--- src/rtl/cnn_layer_sequencer.sv ---
// cnn_layer_sequencer: walks the four CNN layers issuing one weight beat per MAC tap
// and waits for the accumulator to retire each neuron before moving on.
module cnn_layer_sequencer #(
  parameter int WADDR_W = 11,
  parameter int BADDR_W = 6
) (
  input  logic               clk,
  input  logic               rst_n,
  input  logic               start,
  input  logic               abort,
  output logic               req_valid,
  input  logic               req_ready,
  output logic [WADDR_W-1:0] w_addr,
  output logic [BADDR_W-1:0] b_addr,
  output logic               req_first,
  output logic               req_last,
  output logic [1:0]         layer_id,
  output logic [4:0]         neuron_idx,
  input  logic               acc_done,
  output logic               busy,
  output logic               layer_done,
  output logic               done
);
  typedef enum logic [1:0] {IDLE, ISSUE, WAIT_ACC, DONE} state_t;
  state_t state_q, state_d;
  logic [WADDR_W-1:0] w_addr_q, w_addr_d;
  logic [BADDR_W-1:0] b_addr_q, b_addr_d;
  logic [1:0] layer_q, layer_d;
  logic [4:0] neuron_q, neuron_d;
  logic [6:0] tap_q, tap_d;
  logic layer_done_q, layer_done_d;
  logic [6:0] taps_m1;
  logic [4:0] outs_m1;
  logic last_tap, last_neuron;
  always_comb begin
    taps_m1 = layer_q == 2'd0 ? 7'd8 : layer_q == 2'd1 ? 7'd71 : layer_q == 2'd2 ? 7'd15 : 7'd7;
    outs_m1 = layer_q == 2'd0 ? 5'd7 : layer_q == 2'd1 ? 5'd15 : layer_q == 2'd2 ? 5'd7 : 5'd0;
    last_tap = tap_q == taps_m1;
    last_neuron = neuron_q == outs_m1;
    state_d = state_q;
    w_addr_d = w_addr_q;
    b_addr_d = b_addr_q;
    layer_d = layer_q;
    neuron_d = neuron_q;
    tap_d = tap_q;
    layer_done_d = 1'b0;
    // abort outranks every transition and suppresses any pulse
    if (abort || state_q == IDLE) begin
      state_d = (!abort && start) ? ISSUE : IDLE;
      w_addr_d = '0;
      b_addr_d = '0;
      layer_d = '0;
      neuron_d = '0;
      tap_d = '0;
    end else begin
      case (state_q)
        ISSUE: if (req_ready) begin
          w_addr_d = w_addr_q + 1'b1;
          state_d = last_tap ? WAIT_ACC : ISSUE;
          tap_d = last_tap ? tap_q : tap_q + 1'b1;
        end
        WAIT_ACC: if (acc_done) begin
          tap_d = '0;
          layer_done_d = last_neuron;
          state_d = (last_neuron && layer_q == 2'd3) ? DONE : ISSUE;
          b_addr_d = (last_neuron && layer_q == 2'd3) ? b_addr_q : b_addr_q + 1'b1;
          neuron_d = last_neuron ? 5'd0 : neuron_q + 1'b1;
          layer_d = (last_neuron && layer_q != 2'd3) ? layer_q + 1'b1 : layer_q;
        end
        default: state_d = IDLE;
      endcase
    end
  end
  always_ff @(posedge clk or negedge rst_n) begin
    if (!rst_n) begin
      state_q <= IDLE;
      w_addr_q <= '0;
      b_addr_q <= '0;
      layer_q <= '0;
      neuron_q <= '0;
      tap_q <= '0;
      layer_done_q <= 1'b0;
    end else begin
      state_q <= state_d;
      w_addr_q <= w_addr_d;
      b_addr_q <= b_addr_d;
      layer_q <= layer_d;
      neuron_q <= neuron_d;
      tap_q <= tap_d;
      layer_done_q <= layer_done_d;
    end
  end
  assign req_valid = state_q == ISSUE;
  assign req_first = req_valid && tap_q == 7'd0;
  assign req_last = req_valid && last_tap;
  assign w_addr = w_addr_q;
  assign b_addr = b_addr_q;
  assign layer_id = layer_q;
  assign neuron_idx = neuron_q;
  assign busy = state_q != IDLE;
  assign done = state_q == DONE;
  assign layer_done = layer_done_q;
endmodule

--- config.mk ---
export PLATFORM = sky130hd
export DESIGN_NAME = cnn_layer_sequencer
export DESIGN_NICKNAME = d
export VERILOG_FILES = /design/src/rtl/cnn_layer_sequencer.sv
export SDC_FILE = /design/constraint.sdc
export NUM_CORES = 1
export LEC_CHECK = 0
export BUFFER_PORTS_ARGS = -buffer_cell sky130_fd_sc_hd__buf_2
export CAP_MARGIN = 20
export CORE_ASPECT_RATIO = 0.5
export CORE_UTILIZATION = 36
export DETAILED_ROUTE_END_ITERATION = 6
export SYNTH_ARGS = -nofsm -noshare
export SYNTH_HDL_FRONTEND = slang
export SYNTH_SLANG_ARGS = --single-unit
--- constraint.sdc ---
create_clock -name clk -period 6.9 [get_ports clk]
set_clock_uncertainty 0.15 [all_clocks]
set_input_delay 0.69 -clock clk [delete_from_list [all_inputs] [get_ports clk]]
set_output_delay 0.69 -clock clk [all_outputs]
set_load 0.02 [all_outputs]
==> run_summary.xml, run 1 <==
<?xml version="1.0" encoding="UTF-8"?>
<metrics>
  <group name="run_status">
    <metric name="outcome" unit="">completed</metric>
  </group>
  <group name="floorplan">
    <metric name="design.die.area" unit="µm²">5889</metric>
    <metric name="die_w" unit="µm">107.5</metric>
    <metric name="die_height" unit="µm">54.77</metric>
    <metric name="num_rows" unit="">18</metric>
    <metric name="floorplan.initialDensity" unit="%">39.04</metric>
    <metric name="core_region_area" unit="µm²">5135</metric>
    <metric name="io_pins" unit="">36</metric>
  </group>
  <group name="route">
    <metric name="routed_wire_length_per_instance" unit="µm">13.13</metric>
    <metric name="drt_drc_violations_left" unit="">0</metric>
    <metric name="num_vias" unit="">1657</metric>
    <metric name="antenna_left" unit="">0</metric>
    <metric name="drt-vias-per-instance" unit="">5.162</metric>
    <metric name="detailedRoute.firstPassIterationCount" unit="">4</metric>
    <metric name="drt_wl_total" unit="µm">4216</metric>
    <metric name="initialDrtViolationCount" unit="">55</metric>
  </group>
  <group name="setup_path">
    <metric name="worst-endpoint-required" unit="ns">6.06</metric>
    <metric name="crit_path_start_kind" unit="">register</metric>
    <metric name="worst-endpoint-arrival" unit="ns">1.99</metric>
    <metric name="startpoint" unit="">state_q[1]</metric>
    <metric name="timing_worst_setup_path_type" unit="">reg -&gt; out</metric>
    <metric name="timing.critical_path.fanout_max" unit="">7</metric>
    <metric name="worst_r2r_startpoint" unit="">state_q[0]</metric>
    <metric name="ff2ff_path_depth" unit="">7</metric>
    <metric name="crit_path_end_kind" unit="">output pin</metric>
  </group>
  <group name="yosys">
    <metric name="asyncSetResetFlopFracSynth" unit="%">100.0</metric>
    <metric name="synth_top_cell_area_share" unit="%">42.45</metric>
    <metric name="flops_latches_synth" unit="">34</metric>
    <metric name="dominantRegCellSynth" unit="">sky130_fd_sc_hd__dfrtp_1</metric>
    <metric name="library_cell_with_the_largest_summed_area_after_synthesis" unit="">sky130_fd_sc_hd__dfrtp_1</metric>
    <metric name="synth_warnings" unit="">0</metric>
    <metric name="avg_inst_size_synth" unit="µm²">9.366</metric>
    <metric name="synth-edff-count" unit="">0</metric>
    <metric name="ys_seq_area_share" unit="%">42.45</metric>
    <metric name="synth_top_cells_by_area" unit="">sky130_fd_sc_hd__dfrtp_1, sky130_fd_sc_hd__ha_1, sky130_fd_sc_hd__nor2_1</metric>
    <metric name="synthesis.nets" unit="">234</metric>
    <metric name="syn-cell-area" unit="µm²">2004</metric>
    <metric name="cell_variety_after_synth" unit="">46</metric>
    <metric name="syn-instance-count" unit="">214</metric>
  </group>
  <group name="final_layout">
    <metric name="layout.core_utilization" unit="%">46.49</metric>
    <metric name="layout.nets" unit="">270</metric>
    <metric name="stdcell_area" unit="µm²">2387</metric>
    <metric name="area_delta_synth_final" unit="%">19.10</metric>
    <metric name="antenna_cells" unit="">0</metric>
    <metric name="final-instance-count-excl-fill" unit="">321</metric>
    <metric name="drive_above_1_share" unit="%">19.12</metric>
  </group>
  <group name="clock_tree">
    <metric name="cts_hold_repair_buffers" unit="">0</metric>
    <metric name="tritoncts.num_buffers" unit="">5</metric>
    <metric name="htree_num_levels" unit="">2</metric>
    <metric name="clk_transition_reported_paths" unit="ns">0.07</metric>
    <metric name="root_buffer_cell" unit="">sky130_fd_sc_hd__clkbuf_8</metric>
    <metric name="clk_latency" unit="ns">0.28</metric>
    <metric name="clkSinkCount" unit="">34</metric>
    <metric name="clockBufferDepth" unit="">2</metric>
    <metric name="cts.repair.resized" unit="">0</metric>
    <metric name="cts_tree" unit="">done</metric>
    <metric name="cts_post_setup_buffers_inserted" unit="">0</metric>
  </group>
  <group name="placed_design">
    <metric name="port_buffer_cells" unit="">35</metric>
    <metric name="place.detailed.hpwl" unit="µm">2994</metric>
    <metric name="post_dp_cell_area" unit="µm²">2245</metric>
    <metric name="routabilityCongestion" unit="">0.7561</metric>
    <metric name="placed_cells" unit="">313</metric>
  </group>
  <group name="sta">
    <metric name="post-route-period-util" unit="%">41.02</metric>
    <metric name="final_hold_viol_count" unit="">0</metric>
    <metric name="unrepaired_setup_endpoints_after_global_routing" unit="">false</metric>
    <metric name="maxSlewHeadroom" unit="%">48.55</metric>
    <metric name="finalSetupViolations" unit="">0</metric>
    <metric name="highest_clock_rate" unit="MHz">353.3</metric>
    <metric name="final_period_minus_worst_setup_slack" unit="ns">2.830</metric>
    <metric name="timing.final.max_slew_violations" unit="">0</metric>
    <metric name="worstMarginPinSlew" unit="ns">0.7717</metric>
    <metric name="totalNegativeSetupSlack" unit="ns">0</metric>
  </group>
  <group name="global_routing">
    <metric name="number_of_global_route_vias_before_repair" unit="">1556</metric>
    <metric name="global_route_wire_length_before_repair" unit="µm">6920</metric>
    <metric name="grt_start_max_net_pins" unit="">35</metric>
    <metric name="grt_antenna_before_repair" unit="">0</metric>
    <metric name="overflow" unit="">0</metric>
    <metric name="gr-usage-all-layers" unit="%">15.53</metric>
  </group>
  <group name="hold_path">
    <metric name="worstHoldPathType" unit="">in -&gt; async</metric>
  </group>
  <group name="power">
    <metric name="worst_ir_drop_vdd" unit="µV">81.24</metric>
    <metric name="powerDensity" unit="nW/µm²">188.4</metric>
    <metric name="p_leak" unit="nW">1.115</metric>
  </group>
  <group name="job">
    <metric name="timing.max_cap.violations" unit="">0</metric>
  </group>
</metrics>
## worst paths after layout
| path | end | slack (ns) |
|---|---|---|
| max | req_first | 4.07 |
| min | w_addr[10] | 0.33 |
| max reg2reg | tap_q[3] | 4.36 |
| min reg2reg | w_addr[10] | 0.41 |
| max in group asynchronous | tap_q[1] | 5.79 |
| min in group clk | w_addr[10] | 0.41 |
## cell usage in the layout (no fill, tap or decap), drive strengths merged, types with 8 or more instances in the layout
master | netlist | final
dfrtp | 34 | 34
xor2 | 12 | 12
inv | 8 | 8
nand3 | 9 | 9
a21oi | 13 | 13
ha | 14 | 14
buf | 0 | 35
nand2 | 18 | 18
nor2 | 31 | 31
## critical path: stages (launching register included)
cell and delay, ns:
sky130_fd_sc_hd__dfrtp_1 0.42, sky130_fd_sc_hd__inv_1 0.09, sky130_fd_sc_hd__ha_1 0.29, sky130_fd_sc_hd__or3b_1 0.46
sky130_fd_sc_hd__nor4_1 0.24, sky130_fd_sc_hd__buf_2 0.21
## per-stage QoR
step / hold slack (ns) / worst slack [ns] / power, W
after floorplan: 0.2444 / 4.125 / 0.0002150
after global placement: 0.3891 / 4.384 / 0.0002239
after detailed placement: 0.3856 / 4.355 / 0.0002243
after CTS: 0.3577 / 4.042 / 0.0004556
after global routing: 0.3806 / 3.958 / 0.0004638
final: 0.3283 / 4.070 / 0.0004497
## cell families (layout without fill, tap and decap cells)
family	Yosys count	after routing	synth area share [%]
AO/OA/AOI/OAI	33	33	10.80
AND/OR/NAND/NOR	99	99	26.53
multiplexers	2	2	0.9988
flip-flops	34	34	42.45
XOR/XNOR	18	18	7.865
adder cells (fa/ha/maj)	14	14	8.739
buffers and inverters	14	51	2.622
## power by group
group	total, W	switching, W	internal, W	leakage [nW]
Sequential	0.000200	0.000000558	0.000200	0.474
Clock	0.000230	0.0000758	0.000154	0.0714
Combinational	0.0000196	0.0000143	0.00000533	0.570
Total	0.000450	0.0000906	0.000359	1.12
## registers in the layout, summed over array words and instances (netlist names)
register    cells
b_addr          6
layer_done      1
layer_id        2
neuron_idx      5
state_q         2
tap_q           7
w_addr         11
## area by class of cell
| type | count | area, µm² |
|---|---|---|
| clock buffers | 6 | 82.58 |
| multi-input cells | 166 | 1101 |
| inverters | 8 | 30.03 |
| well taps | 70 | 87.58 |
| fillers | 517 | 2748 |
| repair buffers | 35 | 175.2 |
| clock inverters | 2 | 60.06 |
| flip-flops and latches | 34 | 850.8 |
## routing by layer
metal / wire length, µm / share of wire [%] / vias up / GRT usage [%]
met5: 0 / 0 / - / 0
met4: 32 / 0.76 / 0 / 7.306
met3: 127 / 3.0 / 5 / 4.167
met2: 2005 / 48 / 26 / 26.71
met1: 2051 / 49 / 799 / 18.75
li1: - / - / 827 / -
## Yosys cell counts (2+ instances only)
master,n
sky130_fd_sc_hd__or4b_1,2
sky130_fd_sc_hd__o22ai_1,2
sky130_fd_sc_hd__o21ai_0,2
sky130_fd_sc_hd__a21oi_1,13
sky130_fd_sc_hd__nor3_1,4
sky130_fd_sc_hd__mux2i_1,2
sky130_fd_sc_hd__and4_1,2
sky130_fd_sc_hd__and3_1,6
sky130_fd_sc_hd__nand3_1,9
sky130_fd_sc_hd__nand4_1,4
sky130_fd_sc_hd__ha_1,14
sky130_fd_sc_hd__or3b_1,3
sky130_fd_sc_hd__nand2b_1,2
sky130_fd_sc_hd__nor2_1,31
sky130_fd_sc_hd__o211ai_1,3
sky130_fd_sc_hd__dfrtp_1,34
sky130_fd_sc_hd__and4b_1,2
sky130_fd_sc_hd__or2_1,3
sky130_fd_sc_hd__o31ai_1,2
sky130_fd_sc_hd__inv_1,8
sky130_fd_sc_hd__nor4_1,2
sky130_fd_sc_hd__clkbuf_1,6
sky130_fd_sc_hd__nand2_1,18
sky130_fd_sc_hd__xnor2_1,6
sky130_fd_sc_hd__nand3b_1,2
sky130_fd_sc_hd__xor2_1,12
Power figures use the tool's default switching activity.
==> run 2: changes to the inputs <==
==> constraint.sdc (replaced) <==
create_clock -name clk -period 2.47 [get_ports clk]
set_clock_uncertainty 0.15 [all_clocks]
set_input_delay 0.247 -clock clk [delete_from_list [all_inputs] [get_ports clk]]
set_output_delay 0.247 -clock clk [all_outputs]
set_load 0.02 [all_outputs]
==> run 2 against run 1 <==
  * Global-route usage rose by 0.33 points
  * Die area unchanged
  * Count of clock-buffer cells in the layout did not move
  * Worst setup slack worse by 4.0 ns
  * Non-clock buffer count up 10
  * First-iteration DRC count increased by 38%
  * Largest cell class unchanged
==> run_summary.xml, run 2 (synthesis gave the netlist of run 1 again) <==
<?xml version="1.0" encoding="UTF-8"?>
<metrics>
  <group name="run_status">
    <metric name="outcome" unit="">completed</metric>
  </group>
  <group name="sta">
    <metric name="totalNegativeSetupSlack" unit="ns">0</metric>
    <metric name="finalSetupViolations" unit="">0</metric>
    <metric name="maxSlewHeadroom" unit="%">48.14</metric>
    <metric name="final_period_minus_worst_setup_slack" unit="ns">2.353</metric>
    <metric name="fin_worst_hold_slack" unit="ns">0.05662</metric>
    <metric name="unrepaired_setup_endpoints_after_global_routing" unit="">false</metric>
    <metric name="worstMarginPinSlew" unit="ns">0.7779</metric>
    <metric name="timing.final.max_slew_violations" unit="">0</metric>
    <metric name="post-route-period-util" unit="%">95.26</metric>
    <metric name="final.setup.worst_slack" unit="ns">0.1171</metric>
    <metric name="final_hold_viol_count" unit="">0</metric>
    <metric name="highest_clock_rate" unit="MHz">425.0</metric>
  </group>
  <group name="final_layout">
    <metric name="antenna_cells" unit="">0</metric>
    <metric name="largest_register_ffs" unit="">11</metric>
    <metric name="drive_above_1_share" unit="%">22.61</metric>
    <metric name="layout.nets" unit="">280</metric>
    <metric name="final-instance-count-excl-fill" unit="">331</metric>
    <metric name="commonest_cells_after_routing_fill_and_taps_aside" unit="">sky130_fd_sc_hd__buf_2, sky130_fd_sc_hd__dfrtp_1, sky130_fd_sc_hd__nor2_1</metric>
    <metric name="fillCellCount" unit="">480</metric>
    <metric name="area_delta_synth_final" unit="%">23.41</metric>
    <metric name="leading_cell_type_in_the_layout_fill_and_taps_excluded" unit="">sky130_fd_sc_hd__buf_2</metric>
    <metric name="layout.core_utilization" unit="%">48.17</metric>
  </group>
  <group name="setup_path">
    <metric name="worst-endpoint-required" unit="ns">2.54</metric>
    <metric name="r2r_slack" unit="ns">0.12</metric>
    <metric name="cp_num_buf_inv" unit="">1</metric>
    <metric name="worst_r2r_endpoint" unit="">tap_q[3]</metric>
    <metric name="crit_slowest_cell" unit="">sky130_fd_sc_hd__or4b_1</metric>
    <metric name="max_stage_delay" unit="ns">0.50</metric>
    <metric name="worst-endpoint-arrival" unit="ns">2.42</metric>
    <metric name="worstPathCellList" unit="">inv_1 &gt; ha_1 &gt; and4b_1 &gt; a311o_1 &gt; a21bo_2 &gt; or4b_1 &gt; a21oi_1</metric>
    <metric name="family_with_the_most_delay_on_the_worst_path" unit="">compound AO/OA/AOI/OAI gates</metric>
    <metric name="crit_path_end_kind" unit="">register</metric>
    <metric name="worst_r2r_startpoint" unit="">layer_id[0]</metric>
    <metric name="crit_path_start_kind" unit="">register</metric>
    <metric name="ff2ff_path_depth" unit="">7</metric>
    <metric name="timing.critical_path.fanout_max" unit="">9</metric>
    <metric name="timing_worst_setup_path_type" unit="">reg -&gt; reg</metric>
  </group>
  <group name="power">
    <metric name="worst_ir_drop_vdd" unit="µV">214.7</metric>
    <metric name="internal_power" unit="W">0.001009</metric>
    <metric name="powerDensity" unit="nW/µm²">514.3</metric>
    <metric name="p_switching" unit="W">0.0002628</metric>
    <metric name="seqPwrFrac" unit="%">43.9</metric>
    <metric name="clk_pwr_share" unit="%">51.1</metric>
    <metric name="p_sw_share" unit="%">20.66</metric>
    <metric name="p_leak" unit="nW">1.167</metric>
    <metric name="power.combinational.fraction" unit="%">5.0</metric>
  </group>
  <group name="global_routing">
    <metric name="overflow" unit="">0</metric>
    <metric name="number_of_global_route_vias_before_repair" unit="">1524</metric>
    <metric name="gr-usage-all-layers" unit="%">15.85</metric>
    <metric name="global_route_wire_length_before_repair" unit="µm">7003</metric>
    <metric name="grt_antenna_before_repair" unit="">0</metric>
    <metric name="grt_start_max_net_pins" unit="">35</metric>
  </group>
  <group name="clock_tree">
    <metric name="tritoncts.num_buffers" unit="">5</metric>
    <metric name="htree_num_levels" unit="">2</metric>
    <metric name="clk_transition_reported_paths" unit="ns">0.07</metric>
    <metric name="root_buffer_cell" unit="">sky130_fd_sc_hd__clkbuf_8</metric>
    <metric name="cts_tree" unit="">done</metric>
    <metric name="clkSinkCount" unit="">34</metric>
    <metric name="clk_latency" unit="ns">0.29</metric>
    <metric name="clockBufferDepth" unit="">2</metric>
  </group>
  <group name="floorplan">
    <metric name="die_w" unit="µm">107.5</metric>
    <metric name="die_height" unit="µm">54.77</metric>
    <metric name="io_pins" unit="">36</metric>
    <metric name="design.die.area" unit="µm²">5889</metric>
    <metric name="num_rows" unit="">18</metric>
    <metric name="core_region_area" unit="µm²">5135</metric>
    <metric name="floorplan.initialDensity" unit="%">39.04</metric>
  </group>
  <group name="hold_path">
    <metric name="min_path_cells" unit="">2</metric>
    <metric name="worstHoldPathType" unit="">in -&gt; reg</metric>
    <metric name="min_delay_worst_endpoint" unit="">state_q[0]</metric>
    <metric name="min_from" unit="">abort</metric>
  </group>
  <group name="route">
    <metric name="drt_drc_violations_left" unit="">0</metric>
    <metric name="initialDrtViolationCount" unit="">76</metric>
    <metric name="drt-vias-per-instance" unit="">5.178</metric>
    <metric name="antenna_left" unit="">0</metric>
    <metric name="detailedRoute.firstPassIterationCount" unit="">4</metric>
    <metric name="routed_wire_length_per_instance" unit="µm">13.20</metric>
    <metric name="num_vias" unit="">1714</metric>
    <metric name="drt_wl_total" unit="µm">4368</metric>
  </group>
  <group name="placed_design">
    <metric name="place.detailed.hpwl" unit="µm">3032</metric>
    <metric name="routabilityCongestion" unit="">0.8455</metric>
    <metric name="placed_cells" unit="">318</metric>
    <metric name="pre_cts_ws" unit="ns">0.09518</metric>
    <metric name="port_buffer_cells" unit="">35</metric>
  </group>
  <group name="job">
    <metric name="timing.max_cap.violations" unit="">0</metric>
  </group>
</metrics>
run 2: cell count changes in the layout (fill, tap and decap cells not counted):
cell | previous run | this run
sky130_fd_sc_hd__ha_1 | 14 | 13
sky130_fd_sc_hd__buf_4 | 0 | 9
sky130_fd_sc_hd__dlygate4sd3_1 | 0 | 1
sky130_fd_sc_hd__nor4_2 | 0 | 1
sky130_fd_sc_hd__ha_2 | 0 | 1
sky130_fd_sc_hd__nor4_1 | 2 | 1
run 2: how the worst max path moves through the flow:
stage | cells after the start | to | start | slack, ns
detailed placement | 7 | tap_q[3] | state_q[1] | 0.1
global route | 7 | tap_q[2] | layer_id[0] | 0.004
global placement | 7 | tap_q[3] | layer_id[0] | 0.18
floorplan | 7 | tap_q[2] | layer_id[0] | 0.12
CTS | 7 | tap_q[3] | state_q[0] | 0.07
finish | 7 | tap_q[3] | layer_id[0] | 0.12
run 2: power groups by stage:
stage / Combinational [W] / Sequential (W) / Clock [W]
3_3_place_gp: 0.0000589 / 0.000570 / 0
5_1_grt: 0.0000714 / 0.000559 / 0.000683
2_1_floorplan: 0.0000306 / 0.000570 / 0
4_1_cts: 0.0000607 / 0.000559 / 0.000660
6_report: 0.0000634 / 0.000559 / 0.000650
3_5_place_dp: 0.0000597 / 0.000570 / 0
run 2: cell type report:
class | instances | area, µm² | area share [%]
inverters | 8 | 30.03 | 1.214
repair buffers | 45 | 252.7 | 10.22
flip-flops and latches | 34 | 850.8 | 34.40
clock buffers | 6 | 82.58 | 3.338
multi-input cells | 166 | 1110 | 44.87
clock inverters | 2 | 60.06 | 2.428
well taps | 70 | 87.58 | 3.541
run 2: per-layer routing:
layer	share of wire [%]	track usage (%)
met4	1.3	6.849
met2	46	26.50
met3	3.9	3.929
met5	0	0
met1	49	20.07
run 2: stage by stage:
step | power [W] | cell area, µm²
2_1_floorplan | 0.0006007 | 2004
3_3_place_gp | 0.0006288 | 2282
3_5_place_dp | 0.0006298 | 2282
4_1_cts | 0.001279 | 2435
5_1_grt | 0.001313 | 2474
6_report | 0.001272 | 2474
run 2: repair_timing:
item / in CTS / in global routing
setup buffers: 0 / 4
endpoints found under the hold margin: 34 / 0
setup endpoints to repair: 0 / 4
gates resized for setup: 0 / 2
hold buffers: 1 / 0
==> run 3: changes to the inputs <==
==> constraint.sdc (replaced) <==
create_clock -name clk -period 2.9 [get_ports clk]
set_clock_uncertainty 0.15 [all_clocks]
set_input_delay 0.29 -clock clk [delete_from_list [all_inputs] [get_ports clk]]
set_output_delay 0.29 -clock clk [all_outputs]
set_load 0.02 [all_outputs]
==> run 3 against run 2 <==
  * Routed wire length down 2.8%
  * Maximum frequency shrank 7.3%
  * Sequential share of layout area rose by 1.1 points
  * Cell count fell by 1.8%
  * Critical path type unchanged
  * Largest cell class unchanged
  * Largest power group is now registers
==> run_summary.xml, run 3 (synthesis gave the netlist of run 1 again) <==
<?xml version="1.0" encoding="UTF-8"?>
<metrics>
  <group name="power">
    <metric name="seqPwrFrac" unit="%">49.2</metric>
    <metric name="power.combinational.fraction" unit="%">5.1</metric>
    <metric name="p_switching" unit="W">0.0002029</metric>
    <metric name="p_leak" unit="nW">1.125</metric>
    <metric name="powerDensity" unit="nW/µm²">403.7</metric>
    <metric name="internal_power" unit="W">0.0007650</metric>
    <metric name="worst_ir_drop_vdd" unit="µV">209.0</metric>
    <metric name="p_sw_share" unit="%">20.96</metric>
    <metric name="clk_pwr_share" unit="%">45.7</metric>
  </group>
  <group name="final_layout">
    <metric name="area_delta_synth_final" unit="%">19.60</metric>
    <metric name="leading_cell_type_in_the_layout_fill_and_taps_excluded" unit="">sky130_fd_sc_hd__buf_2</metric>
    <metric name="drive_above_1_share" unit="%">20.00</metric>
    <metric name="stdcell_area" unit="µm²">2397</metric>
    <metric name="commonest_cells_after_routing_fill_and_taps_aside" unit="">sky130_fd_sc_hd__buf_2, sky130_fd_sc_hd__dfrtp_1, sky130_fd_sc_hd__nor2_1</metric>
    <metric name="largest_register_ffs" unit="">11</metric>
    <metric name="layout.nets" unit="">275</metric>
    <metric name="antenna_cells" unit="">0</metric>
  </group>
  <group name="sta">
    <metric name="unrepaired_setup_endpoints_after_global_routing" unit="">false</metric>
    <metric name="post-route-period-util" unit="%">87.49</metric>
    <metric name="highest_clock_rate" unit="MHz">394.1</metric>
    <metric name="totalNegativeSetupSlack" unit="ns">0</metric>
    <metric name="maxSlewHeadroom" unit="%">49.78</metric>
    <metric name="worstMarginPinSlew" unit="ns">0.7533</metric>
    <metric name="finalSetupViolations" unit="">0</metric>
    <metric name="timing.final.max_slew_violations" unit="">0</metric>
    <metric name="final_hold_viol_count" unit="">0</metric>
    <metric name="final_period_minus_worst_setup_slack" unit="ns">2.537</metric>
  </group>
  <group name="setup_path">
    <metric name="worst_r2r_startpoint" unit="">state_q[0]</metric>
    <metric name="crit_slowest_cell" unit="">sky130_fd_sc_hd__or4b_1</metric>
    <metric name="worst-endpoint-arrival" unit="ns">2.60</metric>
    <metric name="worstPathCellList" unit="">inv_1 &gt; ha_1 &gt; nor2_1 &gt; nor3_2 &gt; a21bo_2 &gt; or4b_1 &gt; a21oi_1</metric>
    <metric name="crit_path_start_kind" unit="">register</metric>
    <metric name="worst_r2r_endpoint" unit="">tap_q[3]</metric>
    <metric name="worst-endpoint-required" unit="ns">2.97</metric>
    <metric name="timing_worst_setup_path_type" unit="">reg -&gt; reg</metric>
    <metric name="ff2ff_path_depth" unit="">7</metric>
    <metric name="crit_path_end_kind" unit="">register</metric>
    <metric name="timing.critical_path.fanout_max" unit="">15</metric>
    <metric name="r2r_slack" unit="ns">0.36</metric>
    <metric name="max_stage_delay" unit="ns">0.51</metric>
  </group>
  <group name="clock_tree">
    <metric name="clk_latency" unit="ns">0.29</metric>
    <metric name="root_buffer_cell" unit="">sky130_fd_sc_hd__clkbuf_8</metric>
    <metric name="clk_transition_reported_paths" unit="ns">0.07</metric>
    <metric name="htree_num_levels" unit="">2</metric>
    <metric name="clockBufferDepth" unit="">2</metric>
    <metric name="cts_post_setup_buffers_inserted" unit="">0</metric>
    <metric name="cts_tree" unit="">done</metric>
    <metric name="tritoncts.num_buffers" unit="">5</metric>
    <metric name="clkSinkCount" unit="">34</metric>
  </group>
  <group name="hold_path">
    <metric name="worstHoldPathType" unit="">in -&gt; reg</metric>
    <metric name="min_from" unit="">abort</metric>
    <metric name="min_delay_worst_endpoint" unit="">state_q[0]</metric>
    <metric name="min_path_cells" unit="">2</metric>
  </group>
  <group name="global_routing">
    <metric name="overflow" unit="">0</metric>
    <metric name="gr-usage-all-layers" unit="%">15.76</metric>
    <metric name="number_of_global_route_vias_before_repair" unit="">1500</metric>
    <metric name="grt_start_max_net_pins" unit="">35</metric>
    <metric name="grt_antenna_before_repair" unit="">0</metric>
    <metric name="global_route_wire_length_before_repair" unit="µm">6955</metric>
  </group>
  <group name="route">
    <metric name="drt-vias-per-instance" unit="">5.222</metric>
    <metric name="initialDrtViolationCount" unit="">71</metric>
    <metric name="detailedRoute.firstPassIterationCount" unit="">5</metric>
    <metric name="drt_wl_total" unit="µm">4247</metric>
    <metric name="routed_wire_length_per_instance" unit="µm">13.07</metric>
    <metric name="drt_drc_violations_left" unit="">0</metric>
    <metric name="antenna_left" unit="">0</metric>
    <metric name="num_vias" unit="">1697</metric>
  </group>
  <group name="run_status">
    <metric name="outcome" unit="">completed</metric>
  </group>
  <group name="floorplan">
    <metric name="num_rows" unit="">18</metric>
    <metric name="design.die.area" unit="µm²">5889</metric>
    <metric name="die_w" unit="µm">107.5</metric>
    <metric name="floorplan.initialDensity" unit="%">39.04</metric>
    <metric name="io_pins" unit="">36</metric>
    <metric name="core_region_area" unit="µm²">5135</metric>
    <metric name="die_height" unit="µm">54.77</metric>
  </group>
  <group name="placed_design">
    <metric name="place.detailed.hpwl" unit="µm">3010</metric>
    <metric name="post_dp_cell_area" unit="µm²">2275</metric>
    <metric name="port_buffer_cells" unit="">35</metric>
    <metric name="routabilityCongestion" unit="">0.7624</metric>
  </group>
  <group name="job">
    <metric name="timing.max_cap.violations" unit="">0</metric>
  </group>
</metrics>
## run 3: timing repair
action                                 in CTS  in global routing
hold buffers                                1                  0
endpoints found under the hold margin      34                  0
gates resized for setup                     0                  0
## run 3: area by class of cell
type	count	area, µm²
fill	507	2738
multi-input combinational	166	1101
sequential	34	850.8
timing repair buffer	40	215.2
tap	70	87.58
clock buffer	6	82.58
clock inverter	1	30.03
inverter	8	30.03
## run 3: how the worst max path moves through the flow
stage	from	endpoint
2_1_floorplan	state_q[1]	req_first
3_3_place_gp	state_q[0]	tap_q[3]
3_5_place_dp	state_q[0]	tap_q[2]
4_1_cts	state_q[0]	tap_q[3]
5_1_grt	state_q[0]	tap_q[2]
6_report	state_q[0]	tap_q[3]
## run 3: through the flow
step	utilization [%]	hold WS (ns)	setup slack (ns)	cells	power (W)
5_1_grt	46.69	0.1287	0.1902	325	0.001009
6_report	46.69	0.1088	0.3628	325	0.0009679
4_1_cts	46.69	0.1096	0.3692	325	0.0009827
2_1_floorplan	-	-0.1556	0.5251	214	0.0005116
3_5_place_dp	44.30	0.2624	0.3991	317	0.0005348
3_3_place_gp	44.30	0.2622	0.4733	317	0.0005342
## run 3: worst max-delay path, delay by kind of cell, from the launching register on
kind            cells  cell delay [ns]
compound gates      2             0.46
fa+ha+maj           1             0.46
buf+inv             1             0.11
flops               1             0.40
simple gates        3             0.89
## run 3: power by group through the flow
stage | sequential [W] | clock, W | combinational [W]
after global placement | 0.000485 | 0 | 0.0000487
after floorplan | 0.000486 | 0 | 0.0000261
after detailed placement | 0.000486 | 0 | 0.0000493
after CTS | 0.000476 | 0.000456 | 0.0000505
after global routing | 0.000476 | 0.000477 | 0.0000564
final | 0.000477 | 0.000442 | 0.0000491
## run 3: layer usage
| metal | track usage (%) | routed length [µm] | part of all wire [%] |
|---|---|---|---|
| met1 | 20.19 | 2072 | 49 |
| met2 | 26.07 | 1973 | 46 |
| met3 | 4.167 | 142 | 3.3 |
| met4 | 6.164 | 59 | 1.4 |
| met5 | 0 | 0 | 0 |
